--- src/rtl/maxpool_pkg.sv ---
// Shared definitions for the max-pooling stages: data width, output-dimension
// derivation and counter sizing helpers.
package maxpool_pkg;

    localparam int unsigned DATA_W = 16;

    function automatic int unsigned clog2(input int unsigned v);
        int unsigned r;
        r = 0;
        while ((64'd1 << r) < 64'(v)) r++;
        return r;
    endfunction

    // Bits needed to count 0..n-1, never less than one.
    function automatic int unsigned cnt_bits(input int unsigned n);
        return (n <= 2) ? 1 : clog2(n);
    endfunction

    // A 3x3 window without padding loses one pixel on each border.
    function automatic int unsigned out_dim(input int unsigned n);
        return n - 2;
    endfunction

endpackage

--- src/rtl/maxpool_stride_out_if.sv ---
// Stream bundle between the max9 stage, the stride/output stage and the next layer.
interface maxpool_stride_out_if
    import maxpool_pkg::*;
#(
    parameter int unsigned DATA_WIDTH = DATA_W
) ();

    logic                  valid_in;
    logic [DATA_WIDTH-1:0] data_in;
    logic                  ready_in;
    logic                  valid_out;
    logic [DATA_WIDTH-1:0] data_out;
    logic                  frame_done;
    logic                  overflow;

    modport master (
        output valid_in, data_in, ready_in,
        input  valid_out, data_out, frame_done, overflow
    );

    modport slave (
        input  valid_in, data_in, ready_in,
        output valid_out, data_out, frame_done, overflow
    );

endinterface

--- src/rtl/maxpool_out_fifo.sv ---
// Synchronous first-word-fall-through FIFO; pointers carry one extra wrap bit
// so full and empty are distinguishable without a counter.
module maxpool_out_fifo
    import maxpool_pkg::*;
#(
    parameter int unsigned DATA_WIDTH = DATA_W,
    parameter int unsigned DEPTH      = 4
) (
    input  logic                  clk,
    input  logic                  rst,
    input  logic                  push,
    input  logic [DATA_WIDTH-1:0] push_data,
    input  logic                  pop,
    output logic [DATA_WIDTH-1:0] pop_data,
    output logic                  full,
    output logic                  empty
);

    localparam int unsigned AW = clog2(DEPTH);

    logic [AW:0]           wr_ptr;
    logic [AW:0]           rd_ptr;
    logic [DATA_WIDTH-1:0] mem [DEPTH];
    logic                  pop_ok;
    logic                  push_ok;

    assign empty    = (wr_ptr == rd_ptr);
    assign full     = (wr_ptr[AW] != rd_ptr[AW]) && (wr_ptr[AW-1:0] == rd_ptr[AW-1:0]);
    assign pop_ok   = pop && !empty;
    assign push_ok  = push && (!full || pop_ok);
    assign pop_data = empty ? '0 : mem[rd_ptr[AW-1:0]];

    always_ff @(posedge clk) begin
        if (rst) begin
            wr_ptr <= '0;
            rd_ptr <= '0;
        end else begin
            if (push_ok) wr_ptr <= wr_ptr + 1'b1;
            if (pop_ok)  rd_ptr <= rd_ptr + 1'b1;
        end
    end

    // Storage needs no reset: the pointers define which entries are live.
    always_ff @(posedge clk) begin
        if (push_ok) mem[wr_ptr[AW-1:0]] <= push_data;
    end

endmodule

--- src/rtl/maxpool_stride_out.sv ---
// Stride decimation of the stride-1 3x3 max stream, frame tracking and
// buffered valid/ready output towards the next convolution layer.
module maxpool_stride_out
    import maxpool_pkg::*;
#(
    parameter int unsigned DATA_WIDTH = DATA_W,
    parameter int unsigned WIDTH      = 5,
    parameter int unsigned HEIGHT     = 5,
    parameter int unsigned STRIDE     = 2,
    parameter int unsigned FIFO_DEPTH = 4
) (
    input logic               clk,
    input logic               rst,
    maxpool_stride_out_if.slave bus
);

    localparam int unsigned OUT_W = out_dim(WIDTH);
    localparam int unsigned OUT_H = out_dim(HEIGHT);
    localparam int unsigned CW    = cnt_bits(OUT_W);
    localparam int unsigned RW    = cnt_bits(OUT_H);
    localparam int unsigned PW    = cnt_bits(STRIDE);

    logic [CW-1:0]         col_cnt;
    logic [RW-1:0]         row_cnt;
    logic [PW-1:0]         col_ph;
    logic [PW-1:0]         row_ph;
    logic                  frame_done;
    logic                  overflow;
    logic                  last_col;
    logic                  last_row;
    logic                  keep;
    logic                  pop;
    logic                  push;
    logic                  drop;
    logic                  full;
    logic                  empty;
    logic [DATA_WIDTH-1:0] head;

    always_comb begin
        last_col = (col_cnt == CW'(OUT_W - 1));
        last_row = (row_cnt == RW'(OUT_H - 1));
        keep     = bus.valid_in && (col_ph == '0) && (row_ph == '0);
        pop      = !empty && bus.ready_in;
        push     = keep && (!full || pop);
        drop     = keep && full && !pop;
    end

    // Phases restart at every row/frame wrap so the grid is anchored to (0,0).
    always_ff @(posedge clk) begin
        if (rst) begin
            col_cnt    <= '0;
            row_cnt    <= '0;
            col_ph     <= '0;
            row_ph     <= '0;
            frame_done <= 1'b0;
            overflow   <= 1'b0;
        end else begin
            frame_done <= bus.valid_in && last_col && last_row;
            if (drop) overflow <= 1'b1;
            if (bus.valid_in) begin
                if (last_col) begin
                    col_cnt <= '0;
                    col_ph  <= '0;
                    if (last_row) begin
                        row_cnt <= '0;
                        row_ph  <= '0;
                    end else begin
                        row_cnt <= row_cnt + 1'b1;
                        row_ph  <= (row_ph == PW'(STRIDE - 1)) ? '0 : row_ph + 1'b1;
                    end
                end else begin
                    col_cnt <= col_cnt + 1'b1;
                    col_ph  <= (col_ph == PW'(STRIDE - 1)) ? '0 : col_ph + 1'b1;
                end
            end
        end
    end

    maxpool_out_fifo #(
        .DATA_WIDTH (DATA_WIDTH),
        .DEPTH      (FIFO_DEPTH)
    ) u_fifo (
        .clk       (clk),
        .rst       (rst),
        .push      (push),
        .push_data (bus.data_in),
        .pop       (pop),
        .pop_data  (head),
        .full      (full),
        .empty     (empty)
    );

    assign bus.valid_out  = !empty;
    assign bus.data_out   = head;
    assign bus.frame_done = frame_done;
    assign bus.overflow   = overflow;

endmodule

--- src/flat_wrapper.sv ---
// flat-port wrapper written by rule: the top's interface ports become plain ports
module maxpool_stride_out_flat import maxpool_pkg::*;
#(
    parameter int unsigned DATA_WIDTH = DATA_W,
    parameter int unsigned WIDTH      = 5,
    parameter int unsigned HEIGHT     = 5,
    parameter int unsigned STRIDE     = 2,
    parameter int unsigned FIFO_DEPTH = 4
)
  (clk, rst, bus_valid_in, bus_data_in, bus_ready_in, bus_valid_out, bus_data_out, bus_frame_done, bus_overflow);
  maxpool_stride_out_if #(.DATA_WIDTH(DATA_WIDTH)) bus_i ();
  input logic clk;
  input logic rst;
  input wire logic [$bits(bus_i.valid_in)-1:0] bus_valid_in;
  input wire logic [$bits(bus_i.data_in)-1:0] bus_data_in;
  input wire logic [$bits(bus_i.ready_in)-1:0] bus_ready_in;
  output wire logic [$bits(bus_i.valid_out)-1:0] bus_valid_out;
  output wire logic [$bits(bus_i.data_out)-1:0] bus_data_out;
  output wire logic [$bits(bus_i.frame_done)-1:0] bus_frame_done;
  output wire logic [$bits(bus_i.overflow)-1:0] bus_overflow;
  assign bus_i.valid_in = bus_valid_in;
  assign bus_i.data_in = bus_data_in;
  assign bus_i.ready_in = bus_ready_in;
  assign bus_valid_out = bus_i.valid_out;
  assign bus_data_out = bus_i.data_out;
  assign bus_frame_done = bus_i.frame_done;
  assign bus_overflow = bus_i.overflow;
  maxpool_stride_out #(.DATA_WIDTH(DATA_WIDTH), .WIDTH(WIDTH), .HEIGHT(HEIGHT), .STRIDE(STRIDE), .FIFO_DEPTH(FIFO_DEPTH)) u_core (.clk(clk), .rst(rst), .bus(bus_i));
endmodule
--- config.mk ---
export PLATFORM = sky130hd
export DESIGN_NAME = maxpool_stride_out_flat
export DESIGN_NICKNAME = d
export VERILOG_FILES = /design/src/rtl/maxpool_pkg.sv /design/src/rtl/maxpool_stride_out_if.sv /design/src/rtl/maxpool_out_fifo.sv /design/src/rtl/maxpool_stride_out.sv /design/src/flat_wrapper.sv
export SDC_FILE = /design/constraint.sdc
export NUM_CORES = 1
export LEC_CHECK = 0
export CORE_MARGIN = 10
export CORE_UTILIZATION = 55
export DETAILED_ROUTE_END_ITERATION = 8
export PLACE_DENSITY = 0.79
export SKIP_CTS_REPAIR_TIMING = 1
export SYNTH_ARGS = -nofsm -noshare
export SYNTH_HDL_FRONTEND = slang
export SYNTH_SLANG_ARGS = --single-unit
--- constraint.sdc ---
create_clock -name clk -period 1.85 [get_ports clk]
set_input_delay 0.185 -clock clk [delete_from_list [all_inputs] [get_ports clk]]
set_output_delay 0.185 -clock clk [all_outputs]
set_load 0.05 [all_outputs]
; ---- Yosys cells after proc, flatten, opt, wreduce, memory -nomap -nowiden
; Memories as Yosys holds them, arrays and structs flattened. A register that Yosys moved wholly into a read port is not among the register bits.
; Index checks and enable logic that the tools add are counted.
; W data, S select, Z words.
[classes]
add_sub_neg = 6
eq_ne = 5
mux = 11
bitwise = 2
reduce_logical = 17
[ops]
columns = op, count
row1 = $mux W16, 1
row2 = $logic_and A1 B1 Y1, 11
row3 = $mux W2, 4
row4 = $add A3 B1 Y3 const B, 2
row5 = $mux W1, 6
row6 = $add A2 B1 Y2 const B, 2
row7 = $eq A2 B2 Y1 const B, 2
row8 = $eq A3 B3 Y1, 1
row9 = $logic_not A1 Y1, 3
row10 = $add A1 B1 Y1 const B, 2
row11 = $eq A2 B2 Y1, 1
row12 = $logic_or A1 B1 Y1, 2
row13 = $not A1 Y1, 2
row14 = $reduce_and A2 Y1, 1
row15 = $ne A1 B1 Y1, 1
[totals]
reg_bits = 14
ram_bits = 64
in_bits = 20
output_inout_bits = 19
word_cells = 50
n_memories = 1
[mem_list]
columns = name, depth, word_bits, read_ports, rd_clocked_by_memory_dff, write_ports, line
row1 = u_core.u_fifo.mem, 4, 16, 1, 1, 1, maxpool_out_fifo.sv:23  ; logic [DATA_WIDTH-1:0] mem [DEPTH];

; ---- Depth between registers and ports, before layout
; Gate-level depths: netlist (run 1).
[depth]
depth_word = 8
mapped_depth = 5
depth_no_buf = 4

; ---- By module
; From an unflattened synthesis (run 1), not the netlist that was laid out.
[hier_totals]
cells_unflattened = 193
area_unflattened_um2 = 3260.6
[modules_own_cells]
columns = mod, instances, cells_per_inst, area_per_inst_um2, seq_area_each_um2
row1 = maxpool_out_fifo, 1, 155, 2915.3, 2082.0
row2 = maxpool_stride_out, 1, 38, 345.3, 160.2

; ---- Least setup slack after synthesis (run 1)
; No wires, ideal clock.
[synth_timing]
kind = register to output
startpoint = register u_core.u_fifo.wr_ptr[0]
endpoint = output port bus_data_out[10]
arrival_ns = 1.785
t_required_ns = 1.665
slack_ns = -0.120
stages_incl_launch_ff = 5
n_path_buf = 1
cell_sequence = dfxtp_1 -> xor2_1 -> nor3_2 -> clkbuf_1 -> nor2b_1
[synth_via]
elab_chain_cells = 2
[synth_lines]
columns = element, line
row1 = start: declaration, maxpool_out_fifo.sv:21  ; logic [AW:0] wr_ptr;
row2 = start signal: assignment, maxpool_out_fifo.sv:38  ; if (push_ok) wr_ptr <= wr_ptr + 1'b1;
row3 = $eq A3 B3 Y1, maxpool_out_fifo.sv:27  ; assign empty = (wr_ptr == rd_ptr);
row4 = $mux W16, maxpool_out_fifo.sv:31  ; assign pop_data = empty ? '0 : mem[rd_ptr[AW-1:0]];
row5 = end: declaration, flat_wrapper.sv:18  ; output wire logic [$bits(bus_i.data_out)-1:0] bus_data_out;
; No other way between the ends.

; ---- Worst setup path after layout (run 1)
[layout_timing]
startpoint = register u_core.u_fifo.wr_ptr[1]
endpoint = output port bus_data_out[4]
; The elaborated chain is that of the path after synthesis.

==> results.yml, run 1 <==
route:
  drc: 0
  totalWireLength_um: 6210
  dr.pass1.iters: 4
  avgViaCountPerCell: 5.46
  ant_nets: 0
  first_iter_violations: 145
  num_vias: 1748
  wl_per_cell_um: 19.4
yosys:
  synthDistinctLibCells: 32
  ys.flop_type: "edfxtp_1"
  syn_area_per_cell_sq_um: 17.6
  synth_most_common_cell: "edfxtp_1"
  synth-edff-count: 64
  yosys.area.top_type: "edfxtp_1"
  ys_ff_latch: 80
  synth_top_area_share_pct: 60.7
  ys_top_cells_by_area: "edfxtp_1, mux4_2, dfxtp_1"
  synth_commonest_cells: "edfxtp_1, dfxtp_1, mux4_2"
  syn_inst: 180
  ys_seq_area_share_pct: 70.8
  ys_warn_count: 0
  async_flop_share_pct: 0
  syn-num-nets: 205
  synthesis.area_sq_mm: 0.00317
critical_path:
  r2r_start: "u_core.u_fifo.rd_ptr[0]"
  crit_end: "bus_data_out[4]"
  r2r_cells: 5
  reg2reg_slack_ps: 60
  cp-end-kind: "primary output"
  cp_num_cells: 5
  timing.critical_path.fanout_max: 17
  cp_top_family: "XOR/XNOR gates"
  path_cells: "xor2_1 -> nor3_4 -> buf_12 -> and2b_1 -> buf_6"
  crit_start: "u_core.u_fifo.wr_ptr[1]"
  cp_num_buf_inv: 2
  cp.arrival_ps: 1750
  crit_required_ps: 1660
  max_stage_delay_ps: 380
  r2r-end: "u_core.u_fifo.mem[1][7]"
  worst_setup_path_start_kind: "register"
  cpMaxStageDelayCell: "xor2_1"
  worstSetupPathType: "register to primary output"
sta:
  setup_viol: 15
  timing.fmax_ghz: 0.517
  worst-slew-pin-transition_ps: 558
  fin_ws_ps: -84.9
  worst_hold_slack_ps: 477
  min_period_ps: 1930
  fin_crit_sh_pct: 105
  clock_skew_ps: 6.55
  rsz0062_at_grt: "true"
  hold_viol: 0
  slew_headroom_pct: 62.7
  slew_violations: 0
power_and_ir_drop:
  p_leak_nw: 1.50
  ir_drop_uv: 736
  p_per_area_mw_per_mm2: 1290
  power_switching_w: 0.00176
  combPwrFrac_pct: 37.6
  p_seq_share_pct: 39.5
  power.share.clock_pct: 22.9
  power.internal_w: 0.00356
  switching_share_pct: 33.1
place:
  port_buffers: 38
  placed_area_sq_mm: 0.00377
  dp_hpwl_um: 4050
  gp_congestion: 0.761
  detailedPlace.worstSlack_ps: -185
cells_and_area:
  drive_above_1_share_pct: 35.1
  fill_cells: 319
  areaGrowthSynthToFinish_pct: 30.4
  fin_area_sq_mm: 0.00413
  antenna_cells: 0
  final_nets: 268
clocking:
  path_clk_slew_ps: 80
  cts_htree_levels: 3
  cts_made_buffers: 9
  cts.sinks: 80
  insertion_delay_ps: 340
  root_buffer: "clkbuf_8"
  cts_buffer_depth: 2
  cts_tree: "done"
die:
  coreArea_sq_mm: 0.00554
  ios: 39
  die_h_um: 95.9
  rows: 27
  die-area_sq_mm: 0.00920
  die_x_um: 95.9
  start_util_pct: 57.2
global_route:
  globalRouteTotalUtil_pct: 14.1
  grt_overflow: 0
  antenna_found_initial: 0
  grt_pass1_wl_um: 9550
  grt_pass1_vias: 1885
  grt_max_degree: 18
run_status:
  outcome: "finished, violations left"
  violations: "negative setup slack"
hold_path:
  hp-class: "input pin to register"
flow_run:
  max_cap_violations: 0
[cell usage in the layout, fill, tap and decap left out, types with 2 or more instances in the layout]
cell type	count
a21oi_1	5
and2_2	3
and2b_1	6
buf_12	6
buf_4	15
buf_6	16
clkbuf_8	9
clkdlybuf4s50_1	21
clkinv_2	3
clkinvlp_4	2
dfxtp_1	15
edfxtp_1	64
ha_1	5
inv_1	4
mux2i_1	3
mux4_2	16
nand2_1	2
nor2_1	14
nor2b_1	3
nor2b_4	8
nor3_1	2
nor3b_1	3
xnor2_1	2
xor2_1	5
[worst register-to-register path: cells and delay by family, from the launching register on]
| family | cells | cell delay [ps] |
|---|---|---|
| flip-flops | 1 | 320 |
| AO/OA/AOI/OAI | 1 | 450 |
| XOR/XNOR | 1 | 200 |
| AND/OR/NAND/NOR | 1 | 250 |
| buffers and inverters | 2 | 330 |
[power groups by stage]
stage | Sequential, W | Clock [W] | Combinational, W
4_1_cts | 0.00209 | 0.00124 | 0.00168
2_1_floorplan | 0.00212 | 0 | 0.00112
6_report | 0.00210 | 0.00122 | 0.00200
3_3_place_gp | 0.00212 | 0 | 0.00164
3_5_place_dp | 0.00213 | 0 | 0.00167
5_1_grt | 0.00211 | 0.00133 | 0.00212
[sequential cells by signal (all words and copies together), names as in the netlist, named ones only]
name,flops
u_core.bus.frame_done,1
u_core.bus.overflow,1
u_core.col_cnt,2
u_core.col_ph,1
u_core.row_cnt,2
u_core.row_ph,1
u_core.u_fifo.mem,64
u_core.u_fifo.rd_ptr,3
u_core.u_fifo.wr_ptr,3
[kinds of logic (layout without fill, tap and decap cells)]
group / Yosys count / count (layout) / share of synthesized area (%)
muxes: 20 / 20 / 12.7
DFF: 80 / 80 / 70.8
buffers and inverters: 11 / 79 / 1.50
adders and majority gates: 5 / 5 / 1.97
and+or+nand+nor: 48 / 48 / 8.85
xor gates and xnor gates: 7 / 7 / 1.94
AOI/OAI and AO/OA: 9 / 9 / 2.29
[metrics by stage]
| step | TNS [ps] | power [W] | util [%] | std cells |
|---|---|---|---|---|
| CTS | -8280 | 0.00501 | 71.4 | 318 |
| floorplan | -722 | 0.00325 | - | 180 |
| global placement | -4890 | 0.00376 | 68.0 | 302 |
| global route | -1810 | 0.00555 | 74.6 | 320 |
| finish | -509 | 0.00532 | 74.6 | 320 |
| detailed placement | -7040 | 0.00380 | 68.0 | 302 |
[cell type report]
type                            count  area, sq um  area share (%)
Sequential cell                    80         2250            54.4
Multi-Input combinational cell     89          945            22.9
Timing Repair Buffer               59          648            15.7
Clock buffer                       10          128            3.09
Tap cell                           72         90.1            2.18
Clock inverter                      6         60.1            1.45
Inverter                            4         15.0           0.363
[layer usage]
layer	vias up	share of wire [%]	global-route usage [%]
met5	-	0	0
met4	0	2.0	6.39
met3	11	6.7	4.98
met2	50	50	23.5
met1	882	41	16.0
li1	805	-	-
[worst min-delay path by stage]
stage                              startpoint                 endpoint  slack [ps]  cells after the start
after detailed placement  u_core.bus.overflow      u_core.bus.overflow         470                      2
after floorplan                           rst  u_core.u_fifo.rd_ptr[2]         250                      1
after global placement    u_core.bus.overflow      u_core.bus.overflow         460                      2
after global routing           bus_data_in[3]  u_core.u_fifo.mem[0][3]         480                      1
after CTS                      bus_data_in[3]  u_core.u_fifo.mem[1][3]         460                      1
final                          bus_data_in[3]  u_core.u_fifo.mem[1][3]         480                      1
(Power assumes the default switching activity.)
==> run 2, diff against run 1 <==
--- a/config.mk
+++ b/config.mk
@@ -5,7 +5,6 @@
 export SDC_FILE = /design/constraint.sdc
 export NUM_CORES = 1
 export LEC_CHECK = 0
-export CORE_MARGIN = 10
 export CORE_UTILIZATION = 55
 export DETAILED_ROUTE_END_ITERATION = 8
 export PLACE_DENSITY = 0.79
@@ -13,3 +12,4 @@
 export SYNTH_ARGS = -nofsm -noshare
 export SYNTH_HDL_FRONTEND = slang
 export SYNTH_SLANG_ARGS = --single-unit
+export TNS_END_PERCENT = 100
==> run 2 against run 1 <==
Critical endpoint is now bus_data_out[5]. Hold slack better by 12 ps. Clock skew is essentially flat. Flip-flop and latch count stayed put. Via count is 0.34% lower. Non-clock buffer count grew 1. The flow still finishes with violations (negative setup slack).
==> results.yml, run 2 (synthesis results as in run 1) <==
cells_and_area:
  drive_above_1_share_pct: 34.1
  final_common_cell: "edfxtp_1"
  final_nets: 269
  largest_register_ffs: 64
  areaGrowthSynthToFinish_pct: 30.7
  stdcell_count: 321
  layout_common_cells: "edfxtp_1, clkdlybuf4s50_1, mux4_2, buf_4, buf_6"
  fill_cells: 330
  antenna_cells: 0
route:
  ant_nets: 0
  dr.pass1.iters: 4
  first_iter_violations: 102
  totalWireLength_um: 5590
  avgViaCountPerCell: 5.43
  drc: 0
  wl_per_cell_um: 17.4
  num_vias: 1742
global_route:
  grt_pass1_wl_um: 8800
  grt_pass1_vias: 1781
  antenna_found_initial: 0
  grt_overflow: 0
  grt_max_degree: 18
  globalRouteTotalUtil_pct: 20.3
sta:
  hold_viol: 0
  setup_tns_ps: -80.5
  fin_crit_sh_pct: 101
  slew_violations: 0
  rsz0062_at_grt: "true"
  fin_ws_ps: -25.3
  timing.fmax_ghz: 0.533
  slew_headroom_pct: 65.5
  setup_viol: 5
  worst-slew-pin-transition_ps: 516
  worst_hold_slack_ps: 489
  min_period_ps: 1880
  clock_skew_ps: 6.28
critical_path:
  cp_top_family: "multiplexers"
  reg2reg_slack_ps: 70
  cp-end-kind: "primary output"
  timing.critical_path.fanout_max: 8
  worstSetupPathType: "register to primary output"
  crit_required_ps: 1660
  cp_num_buf_inv: 2
  worst_setup_path_start_kind: "register"
  cpMaxStageDelayCell: "mux4_2"
  cp.arrival_ps: 1690
  max_stage_delay_ps: 510
  path_cells: "buf_12 -> mux4_2 -> and2b_1 -> buf_6"
clocking:
  cts_tree: "done"
  cts_htree_levels: 3
  cts.sinks: 80
  path_clk_slew_ps: 80
  insertion_delay_ps: 330
  cts_buffer_depth: 2
  cts_made_buffers: 9
  root_buffer: "clkbuf_8"
flow_run:
  max_cap_violations: 0
place:
  dp_hpwl_um: 3620
  gp_congestion: 0.829
  port_buffers: 38
  dp.cells: 303
die:
  rows: 27
  start_util_pct: 57.2
  die_x_um: 77.9
  coreArea_sq_mm: 0.00554
  ios: 39
  die-area_sq_mm: 0.00607
  die_h_um: 77.9
power_and_ir_drop:
  total_power_w: 0.00531
  p_per_area_mw_per_mm2: 1280
  ir_drop_uv: 796
  p_leak_nw: 1.50
run_status:
  violations: "negative setup slack"
  outcome: "finished, violations left"
hold_path:
  hp-class: "input pin to register"
[run 2: cell type report]
cell class / instances / area, sq um / share of cell area, %
Sequential cell: 80 / 2250 / 54.3
Multi-Input combinational cell: 89 / 930 / 22.4
Timing Repair Buffer: 60 / 656 / 15.8
Clock buffer: 15 / 199 / 4.80
Tap cell: 72 / 90.1 / 2.18
Inverter: 4 / 15.0 / 0.363
Clock inverter: 1 / 5.00 / 0.121
[run 2: path summary, 6_finish.rpt]
kind | startpoint | to | depth (start not counted)
worst max-delay path | register | bus_data_out[5] | 4
worst min-delay path | bus_data_in[1] | u_core.u_fifo.mem[2][1] | 1
worst max register to register | u_core.u_fifo.rd_ptr[0] | u_core.u_fifo.mem[1][6] | 5
worst min register to register | u_core.bus.overflow | u_core.bus.overflow | 2
[run 2: routing by layer]
layer	track usage [%]	wire (um)	vias up
met5	0	0	-
met2	34.3	2950	33
met1	24.5	2380	894
met4	10.0	89	0
met3	4.71	167	7
li1	-	-	808
[run 2: per-stage QoR]
stage / util, % / setup slack [ps] / area, sq um
after global routing: 74.8 / -81.0 / 4140
after detailed placement: 68.2 / -207 / 3780
after global placement: 68.2 / -111 / 3780
final: 74.8 / -25.3 / 4140
after CTS: 71.8 / -583 / 3980
after floorplan: - / -120 / 3170
[run 2: power by group]
part	internal, W	leakage (nW)	switching (W)
Combinational	0.000867	0.684	0.00107
Sequential	0.00206	0.716	0.0000503
Clock	0.000689	0.104	0.000571
